$ cat src/rtl/adc_captura.sv
`timescale 1ns/1ps
// adc_captura: periodic capture of 16-bit frames from a Pmod AD style serial ADC.
// A free-running tick counter triggers each frame. The frame drives Cs and Sclk,
// shifts in SData MSB first, and publishes the low 12 bits with a leading-zero check.
//
// state      | meaning
// -----------+-----------------------------------------------------------
// INICIO     | idle, Cs=1, Sclk=1, waiting for a tick with Habilita=1
// CONVERSION | Cs=0, Sclk toggling every DIV cycles, sampling 16 bits
// ESPERA     | Cs=1 quiet gap of QUIET cycles; ticks are dropped here
module adc_captura #(
  parameter int DIV     = 2,
  parameter int PERIODO = 2268,
  parameter int QUIET   = 4
) (
  input  logic        Clk,
  input  logic        Rst,
  input  logic        Habilita,
  input  logic        SData,
  output logic        Sclk,
  output logic        Cs,
  output logic [11:0] Data_Out,
  output logic        Rx_Listo,
  output logic        Err_Trama,
  output logic        Desborde
);

  localparam int TW = (PERIODO > 1) ? $clog2(PERIODO) : 1;
  localparam int QW = (QUIET > 1) ? $clog2(QUIET + 1) : 1;

  typedef enum logic [1:0] {INICIO, CONVERSION, ESPERA} estado_t;

  estado_t        estado, estado_d;
  logic [TW-1:0]  tick_cnt;
  logic           tick;
  logic [3:0]     div_cnt, div_d;
  logic [4:0]     bit_cnt, bit_d;
  logic [15:0]    shift, shift_d;
  logic [QW-1:0]  q_cnt, q_d;
  logic           sclk_d, cs_d, rx_d, err_d, des_d;
  logic [11:0]    data_d;

  assign tick = (tick_cnt == TW'(PERIODO - 1));

  // Free-running sample-period counter; tick marks its last count.
  always_ff @(posedge Clk) begin
    if (Rst || tick) tick_cnt <= '0;
    else             tick_cnt <= tick_cnt + 1'b1;
  end

  // Next-state and next-output decode; every output is registered below.
  // The 16th rising Sclk edge is also the edge that closes the frame, so the
  // published word is assembled from the shift register plus the live SData bit.
  always_comb begin
    estado_d = estado;
    div_d    = div_cnt;
    bit_d    = bit_cnt;
    shift_d  = shift;
    q_d      = q_cnt;
    sclk_d   = Sclk;
    cs_d     = Cs;
    data_d   = Data_Out;
    err_d    = Err_Trama;
    rx_d     = 1'b0;
    des_d    = 1'b0;
    unique case (estado)
      INICIO: begin
        cs_d   = 1'b1;
        sclk_d = 1'b1;
        if (tick && Habilita) begin
          estado_d = CONVERSION;
          cs_d     = 1'b0;
          div_d    = 4'(DIV - 1);
          bit_d    = 5'd0;
        end
      end
      CONVERSION: begin
        des_d = tick;
        if (div_cnt == 4'd0) begin
          div_d  = 4'(DIV - 1);
          sclk_d = ~Sclk;
          if (!Sclk) begin
            shift_d = {shift[14:0], SData};
            bit_d   = bit_cnt + 5'd1;
            if (bit_cnt == 5'd15) begin
              estado_d = ESPERA;
              cs_d     = 1'b1;
              data_d   = {shift[10:0], SData};
              err_d    = (shift[14:11] != 4'd0);
              rx_d     = 1'b1;
              q_d      = QW'(QUIET - 1);
            end
          end
        end else begin
          div_d = div_cnt - 4'd1;
        end
      end
      ESPERA: begin
        des_d = tick;
        if (q_cnt == '0) estado_d = INICIO;
        else             q_d = q_cnt - 1'b1;
      end
      default: estado_d = INICIO;
    endcase
  end

  // State and output registers with synchronous reset.
  always_ff @(posedge Clk) begin
    if (Rst) begin
      estado    <= INICIO;
      div_cnt   <= '0;
      bit_cnt   <= '0;
      shift     <= '0;
      q_cnt     <= '0;
      Sclk      <= 1'b1;
      Cs        <= 1'b1;
      Data_Out  <= '0;
      Err_Trama <= 1'b0;
      Rx_Listo  <= 1'b0;
      Desborde  <= 1'b0;
    end else begin
      estado    <= estado_d;
      div_cnt   <= div_d;
      bit_cnt   <= bit_d;
      shift     <= shift_d;
      q_cnt     <= q_d;
      Sclk      <= sclk_d;
      Cs        <= cs_d;
      Data_Out  <= data_d;
      Err_Trama <= err_d;
      Rx_Listo  <= rx_d;
      Desborde  <= des_d;
    end
  end

endmodule

$ cat config.mk
export PLATFORM = sky130hd
export DESIGN_NAME = adc_captura
export DESIGN_NICKNAME = d
export VERILOG_FILES = /design/src/rtl/adc_captura.sv
export SDC_FILE = /design/constraint.sdc
export NUM_CORES = 1
export LEC_CHECK = 0
export CORE_MARGIN = 4
export CORE_UTILIZATION = 45
export CTS_BUF_LIST = sky130_fd_sc_hd__clkbuf_4
export CTS_CLUSTER_DIAMETER = 100
export DETAILED_ROUTE_END_ITERATION = 16
export MAX_ROUTING_LAYER = met4
export SETUP_SLACK_MARGIN = 0.3
export SKIP_CTS_REPAIR_TIMING = 1
export SYNTH_ARGS = -nofsm -noshare
export SYNTH_HDL_FRONTEND = slang
export SYNTH_SLANG_ARGS = --single-unit
$ cat constraint.sdc
create_clock -name Clk -period 2.5 [get_ports Clk]
set_input_delay 0.5 -clock Clk [delete_from_list [all_inputs] [get_ports Clk]]
set_output_delay 0.5 -clock Clk [all_outputs]
set_load 0.01 [all_outputs]
==> impl_metrics.env, run 1 <==
export IMPL_critPathCaptureType="flop"
export IMPL_holdPathEnd="tick_cnt[0]"
export IMPL_skew_ns=0.00816
export IMPL_finalHoldViolations=0
export IMPL_final_core_util_pct=54.8
export IMPL_die_y_um=82.9
export IMPL_synth_area_mux_share_pct=0
export IMPL_crit_path_max_incr_delay_ns=0.57
export IMPL_synth_top_family_by_area="simple AND/OR/NAND/NOR gates"
export IMPL_timing_final_crit_period_ns=2.03
export IMPL_max_freq_ghz=0.493
export IMPL_drcViolationCount=0
export IMPL_status="finished clean"
export IMPL_cp_data_arrival_time_ns=2.32
export IMPL_cts_tree="done"
export IMPL_grt_usage_pct=16.1
export IMPL_leakage_uw=0.00107
export IMPL_synth_compound_area_share_pct=16.1
export IMPL_final_nets=341
export IMPL_drt_iter0_markers=112
export IMPL_p_per_area_nw_per_um2=610
export IMPL_synthAdderAreaFrac_pct=4.95
export IMPL_overflow=0
export IMPL_cp_top_family="simple AND/OR/NAND/NOR gates"
export IMPL_synth_distinct_cells=47
export IMPL_setup_tns_ns=0
export IMPL_pre_cts_ws_ns=0.319
export IMPL_portBuffers=20
export IMPL_setup_ws_ns=0.470
export IMPL_r2r_end="div_cnt[3]"
export IMPL_cts_sinks=58
export IMPL_cp_slowest_cell="or4_4"
export IMPL_crit_chain="or4_4 > or4_4 > a22o_1 > a32o_1"
export IMPL_netlist_area_um2=2530
export IMPL_yosys_area_share_simple_pct=24.9
export IMPL_grt_pass1_vias=2039
export IMPL_gp_congestion=0.807
export IMPL_numCtsBuffers=9
export IMPL_cp_max_fo=7
export IMPL_dieArea_um2=6880
export IMPL_synthCells=300
export IMPL_fin_crit_sh_pct=81.2
export IMPL_grt_pass1_wl_um=8990
export IMPL_max_slew_margin_pct=58.2
export IMPL_fillCellCount=557
export IMPL_synth_xor_area_share_pct=3.47
export IMPL_ant_nets=0
export IMPL_ys_warn_count=0
export IMPL_cts_root_buf="clkbuf_4"
export IMPL_worst_setup_path_start_kind="flop"
export IMPL_clkTransAtPathRegs_ns=0.10
export IMPL_clock_latency_ns=0.39
export IMPL_boundaryPins=21
export IMPL_crit_type="reg -> reg"
export IMPL_avgSynthCellArea_um2=8.42
export IMPL_rsz0062_at_grt="no"
export IMPL_antenna_found_initial=0
export IMPL_post_drt_wl_per_cell_um=12.7
export IMPL_max_cap_viol_count=0
export IMPL_worstPathRequired_ns=2.79
export IMPL_start_util_pct=46.2
export IMPL_area_delta_synth_final_pct=18.7
export IMPL_place_area_um2=2840
export IMPL_synth_ff_type="dfxtp_1"
export IMPL_whs_path_depth=1
export IMPL_hold_ws_ns=0.452
export IMPL_reg2reg_from="tick_cnt[9]"
export IMPL_synth_enable_flop_cells=0
export IMPL_worstMarginPinSlew_ns=0.621
export IMPL_core_area_um2=5470
export IMPL_drive_gt1_share_pct=11.4
export IMPL_crit_buf_inv=0
export IMPL_async_flop_share_pct=0
export IMPL_cts_buffer_depth=2
export IMPL_diodes=0
export IMPL_final_cell_area_um2=3000
export IMPL_post_dp_hpwl_um=3490
export IMPL_syn_nets=314
export IMPL_finalSetupViolCount=0
export IMPL_reg2reg_depth=4
export IMPL_grt_max_degree=30
export IMPL_ff2ff_setup_slack_ns=0.47
export IMPL_routed_wl_um=5140
export IMPL_synth_seq_cells=58
export IMPL_yosysSeqAreaShare_pct=45.9
export IMPL_min_from="tick_cnt[0]"
export IMPL_via_count=2141
export IMPL_cp_common_cell="or4_4"
export IMPL_vias_per_cell=5.30
export IMPL_hold_class="reg -> reg"
export IMPL_htreeDepth=3
export IMPL_fp_dieW_um=82.9
export IMPL_vdd_ir_drop_max_v=0.000429
export IMPL_first_pass_iters=6
export IMPL_num_rows=27
export IMPL_slew_viol_final=0
[final cells by class]
| cell class | count | area, um^2 | area share [%] |
|---|---|---|---|
| clock buffer | 10 | 75.1 | 2.50 |
| multi-input combinational | 213 | 1250 | 41.8 |
| timing repair buffer | 32 | 290 | 9.67 |
| inverter | 13 | 48.8 | 1.63 |
| sequential | 58 | 1160 | 38.7 |
| clock inverter | 6 | 81.3 | 2.71 |
| tap | 72 | 90.1 | 3.00 |
[per-layer routing]
layer  vias up  part of all wire, %  GRT usage, %
li1       1117                    -             -
met5         -                    0             -
met3         6                  3.9          4.56
met4         0                 0.78          5.94
met2        30                   44          24.6
met1       988                   51          20.2
[flip-flops by register name, indices dropped and copies added, names as in the netlist]
| register | cells |
|---|---|
| shift | 15 |
| bit_cnt | 5 |
| Err_Trama | 1 |
| estado | 2 |
| Desborde | 1 |
| Sclk | 1 |
| Rx_Listo | 1 |
| Data_Out | 12 |
| tick_cnt | 12 |
| q_cnt | 3 |
| div_cnt | 4 |
| Cs | 1 |
[worst max-delay path by stage]
stage / from / to / depth (start not counted)
2_1_floorplan: tick_cnt[9] / div_cnt[3] / 5
3_3_place_gp: Habilita / div_cnt[3] / 5
3_5_place_dp: Habilita / bit_cnt[2] / 5
4_1_cts: tick_cnt[0] / div_cnt[3] / 5
5_1_grt: div_cnt[0] / Data_Out[3] / 7
6_report: tick_cnt[9] / div_cnt[3] / 4
[cells by family after synthesis]
family | Yosys count
AOI/OAI and AO/OA | 67
xor gates and xnor gates | 10
buffers and inverters | 29
and+or+nand+nor | 126
adders and majority gates | 10
DFF | 58
[power by group]
group / total [uW] / internal (uW) / leakage (uW) / switching [uW]
logic: 131 / 52.7 / 0.000514 / 78.1
clock network: 755 / 410 / 0.0000838 / 345
registers: 945 / 936 / 0.000468 / 9.09
[synthesized netlist by cell type, types with 3 or more instances]
master	n	area (um^2)
o21ai_0	4	20.0
o31ai_1	5	37.5
nor4_1	3	18.8
clkbuf_1	14	52.6
a21oi_1	40	200
dfxtp_1	58	1160
xor2_1	9	78.8
nor2_1	20	75.1
or4_1	3	22.5
nand4_1	8	50.1
nand3_1	18	90.1
and4_1	3	26.3
nand2_1	52	195
inv_1	12	45.0
and2_1	3	18.8
ha_1	10	125
nand2b_1	3	18.8
[metrics by stage]
| step | total power, uW | instances |
|---|---|---|
| 4_1_cts | 1850 | 404 |
| 3_5_place_dp | 1100 | 388 |
| 2_1_floorplan | 1050 | 300 |
| 6_report | 1830 | 404 |
| 5_1_grt | 1910 | 404 |
| 3_3_place_gp | 1100 | 388 |
[layout by cell type (no fill, tap or decap), drive strengths merged, types with 3 or more instances in the layout]
master	synthesis	layout
clkdlybuf4s50	0	20
clkinv	1	4
a21oi	40	40
and2	3	3
clkbuf	14	10
nor2	20	20
buf	2	12
inv	12	12
dfxtp	58	58
and4	3	3
nand2	52	52
o31ai	5	5
nand2b	3	3
ha	10	10
nor4	3	3
nand3	18	18
or4	5	5
xor2	9	9
o21ai	4	4
nand4	8	8
No activity file was read; power rests on OpenSTA's default activity.
==> inputs of run 2 (changes only) <==
Settings changed: PLACE_DENSITY from default to 0.67.
Clock period 2.5 ns to 1.83 ns, I/O delays scaled along.
==> run 2 against run 1 <==
Net effect: the run now ends with setup timing left; clock power is 4.1% higher; clock skew up 0.0042 ns; die area is the same; via count rose by 11%; power grew 29%; non-clock buffer count rose by 30; largest power group unchanged.
==> impl_metrics.env, run 2 (synthesis gave the netlist of run 1 again) <==
export IMPL_dieArea_um2=6880
export IMPL_skew_ns=0.0123
export IMPL_cp_data_arrival_time_ns=2.31
export IMPL_ant_nets=0
export IMPL_cts_root_buf="clkbuf_4"
export IMPL_final_common_cell="dfxtp_1"
export IMPL_routed_wl_um=6740
export IMPL_max_freq_ghz=0.513
export IMPL_top_regs="shift (15), Data_Out (12), tick_cnt (12)"
export IMPL_worst_setup_path_start_kind="flop"
export IMPL_r2r_end="div_cnt[0]"
export IMPL_p_per_area_nw_per_um2=608
export IMPL_leakage_uw=0.00166
export IMPL_fin_crit_sh_pct=107
export IMPL_max_cap_viol_count=0
export IMPL_cp_common_cell="or4_4"
export IMPL_drive_gt1_share_pct=43.0
export IMPL_pre_cts_ws_ns=-0.187
export IMPL_drcViolationCount=0
export IMPL_critPathCaptureType="flop"
export IMPL_num_rows=27
export IMPL_drt_met1_wl_um=3070
export IMPL_met3RoutedLength_um=217
export IMPL_fillCellCount=410
export IMPL_worstMarginPinSlew_ns=0.349
export IMPL_slew_viol_final=0
export IMPL_via_count=2386
export IMPL_wl_met2_um=3370
export IMPL_antenna_found_initial=0
export IMPL_vdd_ir_drop_max_v=0.000545
export IMPL_drt_iter0_markers=106
export IMPL_cts_sinks=58
export IMPL_clock_latency_ns=0.42
export IMPL_setup_ws_ns=-0.119
export IMPL_reg2reg_depth=5
export IMPL_numCtsBuffers=9
export IMPL_finalSetupViolCount=7
export IMPL_rsz0062_at_grt="yes"
export IMPL_diodes=0
export IMPL_reg2reg_from="tick_cnt[9]"
export IMPL_fp_dieW_um=82.9
export IMPL_cts_buffer_depth=2
export IMPL_portBuffers=20
export IMPL_hold_class="reg -> reg"
export IMPL_boundaryPins=21
export IMPL_violations="setup timing"
export IMPL_finalHoldViolations=0
export IMPL_grt_max_degree=49
export IMPL_cts_tree="done"
export IMPL_gp_congestion=0.825
export IMPL_status="complete, but fails checks"
export IMPL_crit_path_max_incr_delay_ns=0.54
export IMPL_grt_pass1_wl_um=9370
export IMPL_layout_common_cells="dfxtp_1, nand2_1, buf_4"
export IMPL_whs_path_depth=2
export IMPL_post_dp_hpwl_um=3630
export IMPL_largest_reg_flops=15
export IMPL_final_nets=372
export IMPL_place_area_um2=3070
export IMPL_post_drt_wl_per_cell_um=15.5
export IMPL_crit_end="div_cnt[0]"
export IMPL_clkTransAtPathRegs_ns=0.11
export IMPL_die_y_um=82.9
export IMPL_cp_max_fo=5
export IMPL_start_util_pct=46.2
export IMPL_crit_type="reg -> reg"
export IMPL_startpoint="tick_cnt[9]"
export IMPL_final_cell_area_um2=3890
export IMPL_ff2ff_setup_slack_ns=-0.12
export IMPL_cp_slowest_cell="or4_4"
export IMPL_grt_pass1_vias=2123
export IMPL_worstPathRequired_ns=2.19
export IMPL_overflow=0
export IMPL_htreeDepth=3
export IMPL_crit_chain="or4_4 > or4_4 > buf_4 > a31o_2 > a21oi_2"
export IMPL_timing_final_crit_period_ns=1.95
export IMPL_max_slew_margin_pct=76.7
export IMPL_vias_per_cell=5.49
export IMPL_first_pass_iters=4
export IMPL_grt_usage_pct=17.0
export IMPL_area_delta_synth_final_pct=53.8
export IMPL_regMostFlops="shift"
export IMPL_top_layer="met4"
export IMPL_core_area_um2=5470
## run 2: cell count changes in the layout (fill, tap and decap cells not counted), sizes merged
| cell | before | now |
|---|---|---|
| bufinv | 2 | 0 |
| clkinv | 4 | 3 |
| buf | 12 | 39 |
| inv | 12 | 13 |
| clkbuf | 10 | 12 |
| or2 | 1 | 2 |
| dlymetal6s2s | 0 | 17 |
| clkinvlp | 1 | 4 |
| clkdlybuf4s50 | 20 | 3 |
## run 2: layout make-up
cell class / instances / area [um^2] / share of cell area [%]
multi-input cells: 214 / 1780 / 45.8
repair buffers: 62 / 682 / 17.5
inverters: 13 / 52.6 / 1.35
clock inverters: 7 / 45.0 / 1.16
well taps: 72 / 90.1 / 2.32
clock buffers: 9 / 67.6 / 1.74
flip-flops and latches: 58 / 1170 / 30.1
## run 2: where the power goes
group	leakage [uW]	internal (uW)	total, uW	switching (uW)
sequential	0.000471	1280	1290	13.8
clock	0.0000558	272	786	514
combinational	0.00113	125	284	159
## run 2: worst max-delay path: cells and delay by family (launching register included)
family	cells	cell delay, ns
DFF	1	0.33
and+or+nand+nor	2	1.05
AOI/OAI and AO/OA	2	0.35
buffers and inverters	1	0.17
## run 2: how the worst min path moves through the flow
stage / from / to
6_report: Data_Out[0] / Data_Out[0]
5_1_grt: Data_Out[11] / Data_Out[11]
4_1_cts: div_cnt[0] / div_cnt[0]
3_5_place_dp: div_cnt[0] / div_cnt[0]
3_3_place_gp: div_cnt[0] / div_cnt[0]
2_1_floorplan: div_cnt[0] / div_cnt[0]
## run 2: per-layer routing
metal	global-route usage, %	up-vias
met5	-	-
met4	6.24	0
met3	6.35	11
met2	26.0	42
met1	20.6	1155
li1	-	1178
## run 2: stage by stage
step,instances,utilization [%],hold WS (ns),setup TNS [ns],total power [uW]
after global routing,435,71.0,0.478,-0.939,2480
final,435,71.0,0.457,-0.295,2360
after CTS,418,58.1,0.440,-0.271,2300
after global placement,402,56.1,0.422,-0.968,1520
after floorplan,300,-,0.409,-0.285,1450
after detailed placement,402,56.1,0.425,-1.13,1530
==> inputs of run 3 (changes only) <==
Settings changed: CORE_MARGIN 4 to 8, GPL_ROUTABILITY_DRIVEN from default to 0.
==> run 3 against run 2 <==
Net effect: the flow still finishes with violations (setup timing); first-iteration DRC count increased by 38%; hold slack gained 0.0061 ns; sequential cell count is the same; power shrank 2.0%; sequential share of layout area up 1.2 points; wire length decreased by 5.0%; clock-buffer cell count stayed put; critical endpoint unchanged.
==> impl_metrics.env, run 3 (synthesis gave the netlist of run 1 again) <==
export IMPL_status="complete, but fails checks"
export IMPL_violations="setup timing"
export IMPL_largest_reg_flops=15
export IMPL_worstMarginPinSlew_ns=0.366
export IMPL_finalHoldViolations=0
export IMPL_final_common_cell="dfxtp_1"
export IMPL_drt_iter0_markers=146
export IMPL_wl_met2_um=3220
export IMPL_cp_data_arrival_time_ns=2.28
export IMPL_vdd_ir_drop_max_v=0.000458
export IMPL_ant_nets=0
export IMPL_top_layer="met4"
export IMPL_fin_crit_sh_pct=107
export IMPL_place_area_um2=3060
export IMPL_htreeDepth=3
export IMPL_cts_sinks=58
export IMPL_rsz0062_at_grt="yes"
export IMPL_p_int_uw=1660
export IMPL_timing_final_crit_period_ns=1.95
export IMPL_dieArea_um2=8270
export IMPL_final_cell_area_um2=3730
export IMPL_fillCellCount=438
export IMPL_boundaryPins=21
export IMPL_leakage_uw=0.00168
export IMPL_cts_tree="done"
export IMPL_slew_viol_final=0
export IMPL_area_delta_synth_final_pct=47.8
export IMPL_cp_max_fo=5
export IMPL_cts_buffer_depth=2
export IMPL_clkTransAtPathRegs_ns=0.11
export IMPL_diodes=0
export IMPL_first_pass_iters=4
export IMPL_max_slew_margin_pct=75.5
export IMPL_switchingPower_uw=654
export IMPL_critPathCaptureType="flop"
export IMPL_finalSetupViolCount=7
export IMPL_skew_ns=0.0118
export IMPL_grt_usage_pct=13.9
export IMPL_cp_common_cell="or4_4"
export IMPL_cp_slowest_cell="or4_4"
export IMPL_start_util_pct=46.2
export IMPL_num_rows=27
export IMPL_worst_setup_path_start_kind="flop"
export IMPL_max_freq_ghz=0.513
export IMPL_p_clk_share_pct=33.6
export IMPL_crit_type="reg -> reg"
export IMPL_drcViolationCount=0
export IMPL_top_regs="shift (15), Data_Out (12), tick_cnt (12)"
export IMPL_fp_dieW_um=90.9
export IMPL_final_core_util_pct=68.2
export IMPL_met3RoutedLength_um=177
export IMPL_pwr_share_comb_pct=10.7
export IMPL_final_nets=368
export IMPL_drive_gt1_share_pct=38.7
export IMPL_setup_ws_ns=-0.121
export IMPL_regMostFlops="shift"
export IMPL_grt_pass1_vias=2061
export IMPL_hold_class="reg -> reg"
export IMPL_core_area_um2=5470
export IMPL_max_cap_viol_count=0
export IMPL_multi_input_area_um2=1690
export IMPL_worstPathRequired_ns=2.16
export IMPL_crit_path_max_incr_delay_ns=0.54
export IMPL_antenna_found_initial=0
export IMPL_numCtsBuffers=9
export IMPL_seqPwrFrac_pct=55.7
export IMPL_grt_pass1_wl_um=9200
export IMPL_die_y_um=90.9
export IMPL_p_per_area_nw_per_um2=620
export IMPL_via_count=2377
export IMPL_total_power_uw=2320
export IMPL_drt_met1_wl_um=2910
export IMPL_overflow=0
export IMPL_pre_cts_ws_ns=-0.178
export IMPL_routed_wl_um=6400
export IMPL_post_drt_wl_per_cell_um=14.9
export IMPL_vias_per_cell=5.52
export IMPL_seqCellArea_um2=1170
export IMPL_cts_root_buf="clkbuf_4"
export IMPL_clock_latency_ns=0.40
export IMPL_switching_share_pct=28.2
export IMPL_post_dp_hpwl_um=3680
export IMPL_portBuffers=20
export IMPL_layout_common_cells="dfxtp_1, nand2_1, buf_4"
export IMPL_setup_tns_ns=-0.395
export IMPL_grt_max_degree=49
export IMPL_crit_chain="or4_4 > or4_4 > buf_4 > a31o_2 > a21oi_1"
## run 3: cell count changes in the layout (fill, tap and decap cells not counted), moves of 3 or more
cell     change
nand3_2      +4
nand2_2      -4
nand2_4      +4
buf_6        -3
nand3_4      -3
## run 3: final timing paths
path	startpoint	end	slack, ns	cells after the start
max reg2reg	tick_cnt[9]	div_cnt[0]	-0.12	5
min reg2reg	Data_Out[4]	Data_Out[4]	0.46	2
min	Data_Out[4]	Data_Out[4]	0.46	2
max	tick_cnt[9]	div_cnt[0]	-0.12	5
## run 3: per-stage QoR
stage,cells,hold slack [ns]
finish,431,0.463
global route,431,0.484
CTS,417,0.455
detailed placement,401,0.420
global placement,401,0.423
floorplan,300,0.409
## run 3: power by group through the flow
stage | logic [uW] | clock network, uW | registers (uW)
after floorplan | 127 | 0 | 1320
after global placement | 205 | 0 | 1320
after detailed placement | 204 | 0 | 1320
after CTS | 205 | 794 | 1290
after global routing | 273 | 867 | 1290
final | 248 | 778 | 1290
## run 3: per-layer routing
metal  GRT usage, %  vias to the layer above
li1               -                     1170
met1           16.3                     1165
met2           20.9                       32
met3           4.69                       10
met4           6.41                        0
met5              -                        -
## run 3: worst max-delay path: cells and delay by family, from the launching register on
kind            cells  cell delay [ns]
simple gates        2             1.04
compound gates      2             0.34
buf+inv             1             0.17
flops               1             0.33
## run 3: cell type report
class	instances	area share, %
clock buffer	9	1.81
clock inverter	7	1.24
inverter	13	1.47
multi-input combinational	214	45.3
sequential	58	31.3
tap	72	2.41
timing repair buffer	58	16.5
